===== src/rtl/mips_run_sequencer_if.sv =====
// Program-load handshake between the host and mips_run_sequencer.
// The host is the master: it offers words with LD_VALID/LD_DATA/LD_LAST and
// the sequencer answers with LD_READY.
interface mips_run_sequencer_if;
  logic        LD_VALID;
  logic        LD_READY;
  logic [31:0] LD_DATA;
  logic        LD_LAST;

  modport master (output LD_VALID, LD_DATA, LD_LAST, input LD_READY);
  modport slave  (input LD_VALID, LD_DATA, LD_LAST, output LD_READY);
endinterface


===== src/rtl/mips_run_sequencer.sv =====
// mips_run_sequencer: owns the single-cycle MIPS core's reset and
// instruction-write path. It streams a program into instruction memory,
// holds the core in reset for RST_CYCLES cycles, runs it until the PC
// self-loops (halt) or MAX_CYCLES elapse, then latches PC/Result/cycle count.
// Optional: define MIPS_SEQ_CHECKSUM_EN to add the LD_CSUM load checksum port.
module mips_run_sequencer #(
  parameter int unsigned ADDR_W      = 8,
  parameter int unsigned RST_CYCLES  = 4,
  parameter int unsigned CNT_W       = 16,
  parameter int unsigned MAX_CYCLES  = 65535,
  parameter int unsigned HALT_REPEAT = 2
) (
  input  logic                 CLK,
  input  logic                 RST,
  mips_run_sequencer_if.slave  ld,
  input  logic                 ACK,
  output logic                 IM_WE,
  output logic [ADDR_W-1:0]    IM_ADDR,
  output logic [31:0]          IM_WDATA,
  output logic                 CORE_RST,
  input  logic [31:0]          CORE_PC,
  input  logic [31:0]          CORE_RESULT,
  output logic                 BUSY,
  output logic                 DONE,
  output logic                 TIMEOUT,
  output logic                 ERR,
  output logic [CNT_W-1:0]     CYCLES,
  output logic [31:0]          FINAL_PC,
  output logic [31:0]          RESULT
`ifdef MIPS_SEQ_CHECKSUM_EN
  ,
  output logic [31:0]          LD_CSUM
`endif
);

  localparam int unsigned HOLD_W = $clog2(RST_CYCLES + 1);
  localparam int unsigned EQ_W   = $clog2(HALT_REPEAT + 1);

  typedef enum logic [2:0] {
    S_IDLE, S_LOAD, S_HOLD, S_RUN, S_DONE, S_ERROR
  } state_t;

  state_t            state, state_nx;
  logic [ADDR_W-1:0] wr_ptr;
  logic [HOLD_W-1:0] hold_cnt;
  logic [EQ_W-1:0]   eq_cnt;
  logic [31:0]       prev_pc;
  logic              pc_valid;
  logic [CNT_W-1:0]  cycles_inc;
  logic              load_open, accept, hold_done, pc_match, halt, budget_hit;

  assign load_open  = (state == S_IDLE) || (state == S_LOAD);
  assign accept     = ld.LD_VALID && load_open;
  assign hold_done  = (hold_cnt == HOLD_W'(RST_CYCLES - 1));
  assign pc_match   = pc_valid && (CORE_PC == prev_pc);
  assign halt       = pc_match && (eq_cnt == EQ_W'(HALT_REPEAT - 1));
  assign cycles_inc = CYCLES + CNT_W'(1);
  assign budget_hit = (cycles_inc == CNT_W'(MAX_CYCLES));

  // State register.
  always_ff @(posedge CLK or negedge RST) begin
    if (!RST) state <= S_IDLE;
    else      state <= state_nx;
  end

  // Next-state decision.
  always_comb begin
    state_nx = state;
    unique case (state)
      S_IDLE:  if (accept) state_nx = ld.LD_LAST ? S_HOLD : S_LOAD;
      S_LOAD:  if (accept) begin
                 if (ld.LD_LAST)         state_nx = S_HOLD;
                 else if (wr_ptr == '1)  state_nx = S_ERROR;
               end
      S_HOLD:  if (hold_done) state_nx = S_RUN;
      S_RUN:   if (halt || budget_hit) state_nx = S_DONE;
      S_DONE,
      S_ERROR: if (ACK) state_nx = S_IDLE;
      default: state_nx = S_IDLE;
    endcase
  end

  // State-decoded status and control outputs.
  always_comb begin
    ld.LD_READY = load_open;
    CORE_RST    = (state != S_RUN);
    BUSY        = (state == S_HOLD) || (state == S_RUN);
    DONE        = (state == S_DONE);
    ERR         = (state == S_ERROR);
  end

  // Registered instruction-memory write port, one cycle behind acceptance.
  always_ff @(posedge CLK or negedge RST) begin
    if (!RST) begin
      IM_WE    <= 1'b0;
      IM_ADDR  <= '0;
      IM_WDATA <= '0;
      wr_ptr   <= '0;
    end else begin
      IM_WE <= accept;
      if (accept) begin
        IM_WDATA <= ld.LD_DATA;
        // A word taken in IDLE restarts the program at address 0.
        IM_ADDR  <= (state == S_IDLE) ? '0 : wr_ptr;
        wr_ptr   <= (state == S_IDLE) ? ADDR_W'(1) : wr_ptr + ADDR_W'(1);
      end
    end
  end

  // Reset hold timing, run-cycle counting, halt detection and result latching.
  always_ff @(posedge CLK or negedge RST) begin
    if (!RST) begin
      hold_cnt <= '0;
      eq_cnt   <= '0;
      prev_pc  <= '0;
      pc_valid <= 1'b0;
      CYCLES   <= '0;
      TIMEOUT  <= 1'b0;
      FINAL_PC <= '0;
      RESULT   <= '0;
    end else begin
      unique case (state)
        S_IDLE, S_LOAD: begin
          hold_cnt <= '0;
          eq_cnt   <= '0;
          pc_valid <= 1'b0;
          if (state_nx == S_HOLD) CYCLES <= '0;
        end
        S_HOLD: hold_cnt <= hold_cnt + HOLD_W'(1);
        S_RUN: begin
          CYCLES   <= cycles_inc;
          prev_pc  <= CORE_PC;
          pc_valid <= 1'b1;
          eq_cnt   <= pc_match ? eq_cnt + EQ_W'(1) : '0;
          if (halt || budget_hit) begin
            FINAL_PC <= CORE_PC;
            RESULT   <= CORE_RESULT;
            TIMEOUT  <= !halt;
          end
        end
        S_DONE, S_ERROR: if (ACK) TIMEOUT <= 1'b0;
        default: ;
      endcase
    end
  end

`ifdef MIPS_SEQ_CHECKSUM_EN
  // Rotate-xor checksum over accepted words; the clear on IDLE exit is folded
  // into the first word's update so that word alone seeds the sum.
  always_ff @(posedge CLK or negedge RST) begin
    if (!RST) LD_CSUM <= '0;
    else if (accept)
      LD_CSUM <= ((state == S_IDLE) ? 32'd0 : {LD_CSUM[30:0], LD_CSUM[31]}) ^ ld.LD_DATA;
  end
`endif

endmodule


===== src/flat_wrapper.sv =====
// flat-port wrapper written by rule: the top's interface ports become plain ports
module mips_run_sequencer_flat 
#(
  parameter int unsigned ADDR_W      = 8,
  parameter int unsigned RST_CYCLES  = 4,
  parameter int unsigned CNT_W       = 16,
  parameter int unsigned MAX_CYCLES  = 65535,
  parameter int unsigned HALT_REPEAT = 2
)
  (CLK, RST, ACK, IM_WE, IM_ADDR, IM_WDATA, CORE_RST, CORE_PC, CORE_RESULT, BUSY, DONE, TIMEOUT, ERR, CYCLES, FINAL_PC, RESULT, ld_LD_VALID, ld_LD_DATA, ld_LD_LAST, ld_LD_READY);
  mips_run_sequencer_if ld_i ();
  input  logic CLK;
  input  logic RST;
  input  logic ACK;
  output logic IM_WE;
  output logic [ADDR_W-1:0] IM_ADDR;
  output logic [31:0] IM_WDATA;
  output logic CORE_RST;
  input  logic [31:0] CORE_PC;
  input  logic [31:0] CORE_RESULT;
  output logic BUSY;
  output logic DONE;
  output logic TIMEOUT;
  output logic ERR;
  output logic [CNT_W-1:0] CYCLES;
  output logic [31:0] FINAL_PC;
  output logic [31:0] RESULT;
  input wire logic [$bits(ld_i.LD_VALID)-1:0] ld_LD_VALID;
  input wire logic [$bits(ld_i.LD_DATA)-1:0] ld_LD_DATA;
  input wire logic [$bits(ld_i.LD_LAST)-1:0] ld_LD_LAST;
  output wire logic [$bits(ld_i.LD_READY)-1:0] ld_LD_READY;
  assign ld_i.LD_VALID = ld_LD_VALID;
  assign ld_i.LD_DATA = ld_LD_DATA;
  assign ld_i.LD_LAST = ld_LD_LAST;
  assign ld_LD_READY = ld_i.LD_READY;
  mips_run_sequencer #(.ADDR_W(ADDR_W), .RST_CYCLES(RST_CYCLES), .CNT_W(CNT_W), .MAX_CYCLES(MAX_CYCLES), .HALT_REPEAT(HALT_REPEAT)) u_core (.CLK(CLK), .RST(RST), .ld(ld_i), .ACK(ACK), .IM_WE(IM_WE), .IM_ADDR(IM_ADDR), .IM_WDATA(IM_WDATA), .CORE_RST(CORE_RST), .CORE_PC(CORE_PC), .CORE_RESULT(CORE_RESULT), .BUSY(BUSY), .DONE(DONE), .TIMEOUT(TIMEOUT), .ERR(ERR), .CYCLES(CYCLES), .FINAL_PC(FINAL_PC), .RESULT(RESULT));
endmodule

===== config.mk =====
export PLATFORM = sky130hd
export DESIGN_NAME = mips_run_sequencer_flat
export DESIGN_NICKNAME = d
export VERILOG_FILES = /design/src/rtl/mips_run_sequencer_if.sv /design/src/rtl/mips_run_sequencer.sv /design/src/flat_wrapper.sv
export SDC_FILE = /design/constraint.sdc
export NUM_CORES = 1
export LEC_CHECK = 0
export ABC_AREA = 1
export BUFFER_PORTS_ARGS = -buffer_cell sky130_fd_sc_hd__buf_4
export CAP_MARGIN = 20
export CORE_MARGIN = 2
export CORE_UTILIZATION = 25
export CTS_CLUSTER_DIAMETER = 40
export CTS_CLUSTER_SIZE = 10
export DETAILED_ROUTE_END_ITERATION = 6
export GPL_ROUTABILITY_DRIVEN = 0
export HOLD_SLACK_MARGIN = 0.06
export SLEW_MARGIN = 20
export SYNTH_ARGS = -nofsm -noshare
export SYNTH_HDL_FRONTEND = slang
export SYNTH_SLANG_ARGS = --single-unit

===== constraint.sdc =====
create_clock -name CLK -period 5 [get_ports CLK]
set_input_delay 0.5 -clock CLK [delete_from_list [all_inputs] [get_ports CLK]]
set_output_delay 0.5 -clock CLK [all_outputs]
set_load 0.05 [all_outputs]

==> flow_summary.toml <==
[layout]
drive_gt1_share_pct = 24.0
final_cell_mix = "nand2_1 (348), buf_4 (232), dfrtp_1 (171), inv_1 (87), o21ai_0 (84)"
nets = 1234
area_delta_synth_final_pct = 35.7
final_common_cell = "nand2_1"
final_area_um2 = 10200
final_cells = 1530
antenna_cells = 0

[yosys]
syn-num-nets = 1017
synth.yosys.seq_area_share_pct = 57.0
synth_top_area_cell = "dfrtp_1"
synth.distinct_cells = 30
ys_ff_latch = 171
syn_area_um2 = 7510
syn_inst = 910
synth.area.top_cells = "dfrtp_1 (57%), nand2_1 (17%), o21ai_0 (5.6%)"
yosysWarnings = 0
syn_avg_cell_area_um2 = 8.25
synth_top_area_share_pct = 57.0

[worst_setup_path]
cp_max_fo = 98
setup.worst_path.class = "flip-flop to flip-flop"
cp-start-kind = "flip-flop"
arrival_ns = 3.68
required_ns = 5.32
cp-end-kind = "flip-flop"

[cts]
clockBufferDepth = 2
post_cts_resized = 0
post_cts_buffers = 0
root_buffer = "clkbuf_16"
cts_sinks = 171
cts_tree = "yes"
numCtsBuffers = 17
cts.clk_slew.worst_paths_ns = 0.07
htree_levels = 4
hold_buffers = 0
clk_latency_ns = 0.43

[placed_design]
place_area_um2 = 9590
dp_cells = 1498
port_buffers = 227
pre_cts_slack_ns = 1.30
detailed_place_hpwl_um = 14500

[power_and_ir_drop]
internal_power_mw = 3.15
clkPwrFrac_pct = 24.3
combPwrFrac_pct = 39.3
p_per_area_nw_per_um2 = 548
seq_power_share_pct = 36.4
finalPower_mw = 5.58
p_leak_nw = 5.32
ir_drop_v = 0.000320
power.switching_mw = 2.43
sw_frac_of_total_pct = 43.5

[sta]
post-route-period-util_pct = 67.3
fmax_mhz = 297
setup_tns_ns = 0
finalSetupViolations = 0
fin_crit_ns = 3.36
tightest_slew_ns = 1.00
fin_skew_ns = 0.00898
slew_viol_final = 0
rsz0062_at_grt = "false"
fin_ws_ns = 1.64
hold_viol = 0
relSlewSlack_pct = 33.2

[routing]
drtAntennaViolNets = 0
wl_um = 20600
drt_drc_violations_left = 0
vias_per_cell = 4.31
dr.pass1.iters = 4
wl_per_cell_um = 13.5
drt_iter0_markers = 318
dr_total_vias = 6595

[status]
status = "finished clean"

[global_routing]
grt_max_degree = 99
gr-usage-all-layers_pct = 13.3
overflow = 0
use_met1_pct = 17.0
busiest_layer = "met2"
met3_usage_pct = 4.86
antenna_found_initial = 0
gr-usage-met2_pct = 21.2
grt_pass1_wl_um = 33100
grt_pass1_vias = 6401

[die]
dieWidth_um = 177
pin_count = 228
coreArea_um2 = 29600
fp-row-count = 63
initial_core_util_pct = 25.3
die_area_um2 = 31400
die_h_um = 177

[run]
maxCapViolCount = 0

[hold_path]
hp-class = "primary input to async pin"
## final cells by class
class,count,area (µm²)
Clock inverter,12,139
Multi-Input combinational cell,615,2740
Inverter,89,334
Tap cell,390,488
Fill cell,3121,19500
Timing Repair Buffer,233,1750
Clock buffer,20,457
Sequential cell,171,4280
## layer usage
layer	share of wire, %	wire [µm]
met5	0	0
met4	1.3	270
met3	8.0	1650
met2	45	9310
met1	46	9380
## power groups by stage
stage	sequential, mW	combinational, mW	clock [mW]
global route	2.08	2.42	1.45
finish	2.03	2.19	1.35
detailed placement	2.05	2.22	0
CTS	2.03	2.22	1.39
floorplan	2.69	0.817	0
global placement	2.04	2.19	0
## cell usage after synthesis
library cell / count
a22oi_1: 1
nor2_4: 1
nor4_1: 1
o21ai_0: 84
nor2_2: 2
a21oi_1: 7
o21ai_1: 21
or2_2: 1
nand3_2: 2
xor2_1: 4
o311ai_0: 1
o22ai_1: 5
buf_6: 3
nor3b_1: 2
buf_2: 10
and2_1: 1
dfrtp_1: 171
inv_1: 88
nand2_1: 349
xnor2_1: 7
ha_1: 6
nand2_2: 2
nor3_1: 6
clkbuf_1: 20
a22o_1: 3
nor2_1: 49
nand4_1: 6
buf_1: 2
nand3_1: 54
inv_2: 1
## worst max-delay path, stage by stage (launching register included)
cell     delay, ns
dfrtp_1       0.44
ha_1          0.26
nand3_2       0.13
nor2_4        0.20
nand4_1       0.11
nand2_1       0.11
nand2_1       0.06
nor2_1        0.11
nand3_1       0.11
nand2_2       0.52
nand2_4       0.72
nand2_1       0.23
nand2_1       0.07
nand2_1       0.06
nand2_1       0.04
## through the flow
stage	utilization, %	hold WS, ns
after floorplan	-	0.204
final	34.4	0.179
after global routing	34.4	0.246
after detailed placement	32.4	0.459
after global placement	32.4	0.455
after CTS	34.4	0.203
## state kept, by name (all words and copies together), names as in the netlist
register	flops
u_core.CYCLES	16
u_core.pc_valid	1
u_core.IM_WE	1
u_core.state	3
u_core.TIMEOUT	1
u_core.hold_cnt	3
u_core.prev_pc	32
u_core.IM_ADDR	8
u_core.IM_WDATA	32
u_core.RESULT	32
u_core.eq_cnt	2
u_core.wr_ptr	8
u_core.FINAL_PC	32
## path summary, 6_finish.rpt
check                                   startpoint                  end  slack, ns  depth (start not counted)
worst max-delay path              u_core.CYCLES[1]       u_core.TIMEOUT       1.64                         14
worst min-delay path                           RST  u_core.IM_WDATA[26]       0.18                          1
worst max register to register    u_core.CYCLES[1]       u_core.TIMEOUT       1.64                         14
worst min register to register  u_core.IM_WDATA[0]   u_core.IM_WDATA[0]       0.47                          2
max in group asynchronous                      RST     u_core.RESULT[5]       3.69                          2
min in group CLK                    ld_LD_DATA[18]  u_core.IM_WDATA[18]       0.26                          3
## logic make-up (layout without fill, tap and decap cells)
kind of cell | after synthesis | in the layout | synth area share, %
compound gates | 122 | 122 | 8.45
xor+xnor | 11 | 11 | 1.28
fa+ha+maj | 6 | 6 | 1.00
buf+inv | 124 | 354 | 6.67
flops | 171 | 171 | 57.0
simple gates | 476 | 476 | 25.6
Note: power is estimated with default switching activity, not from simulation.
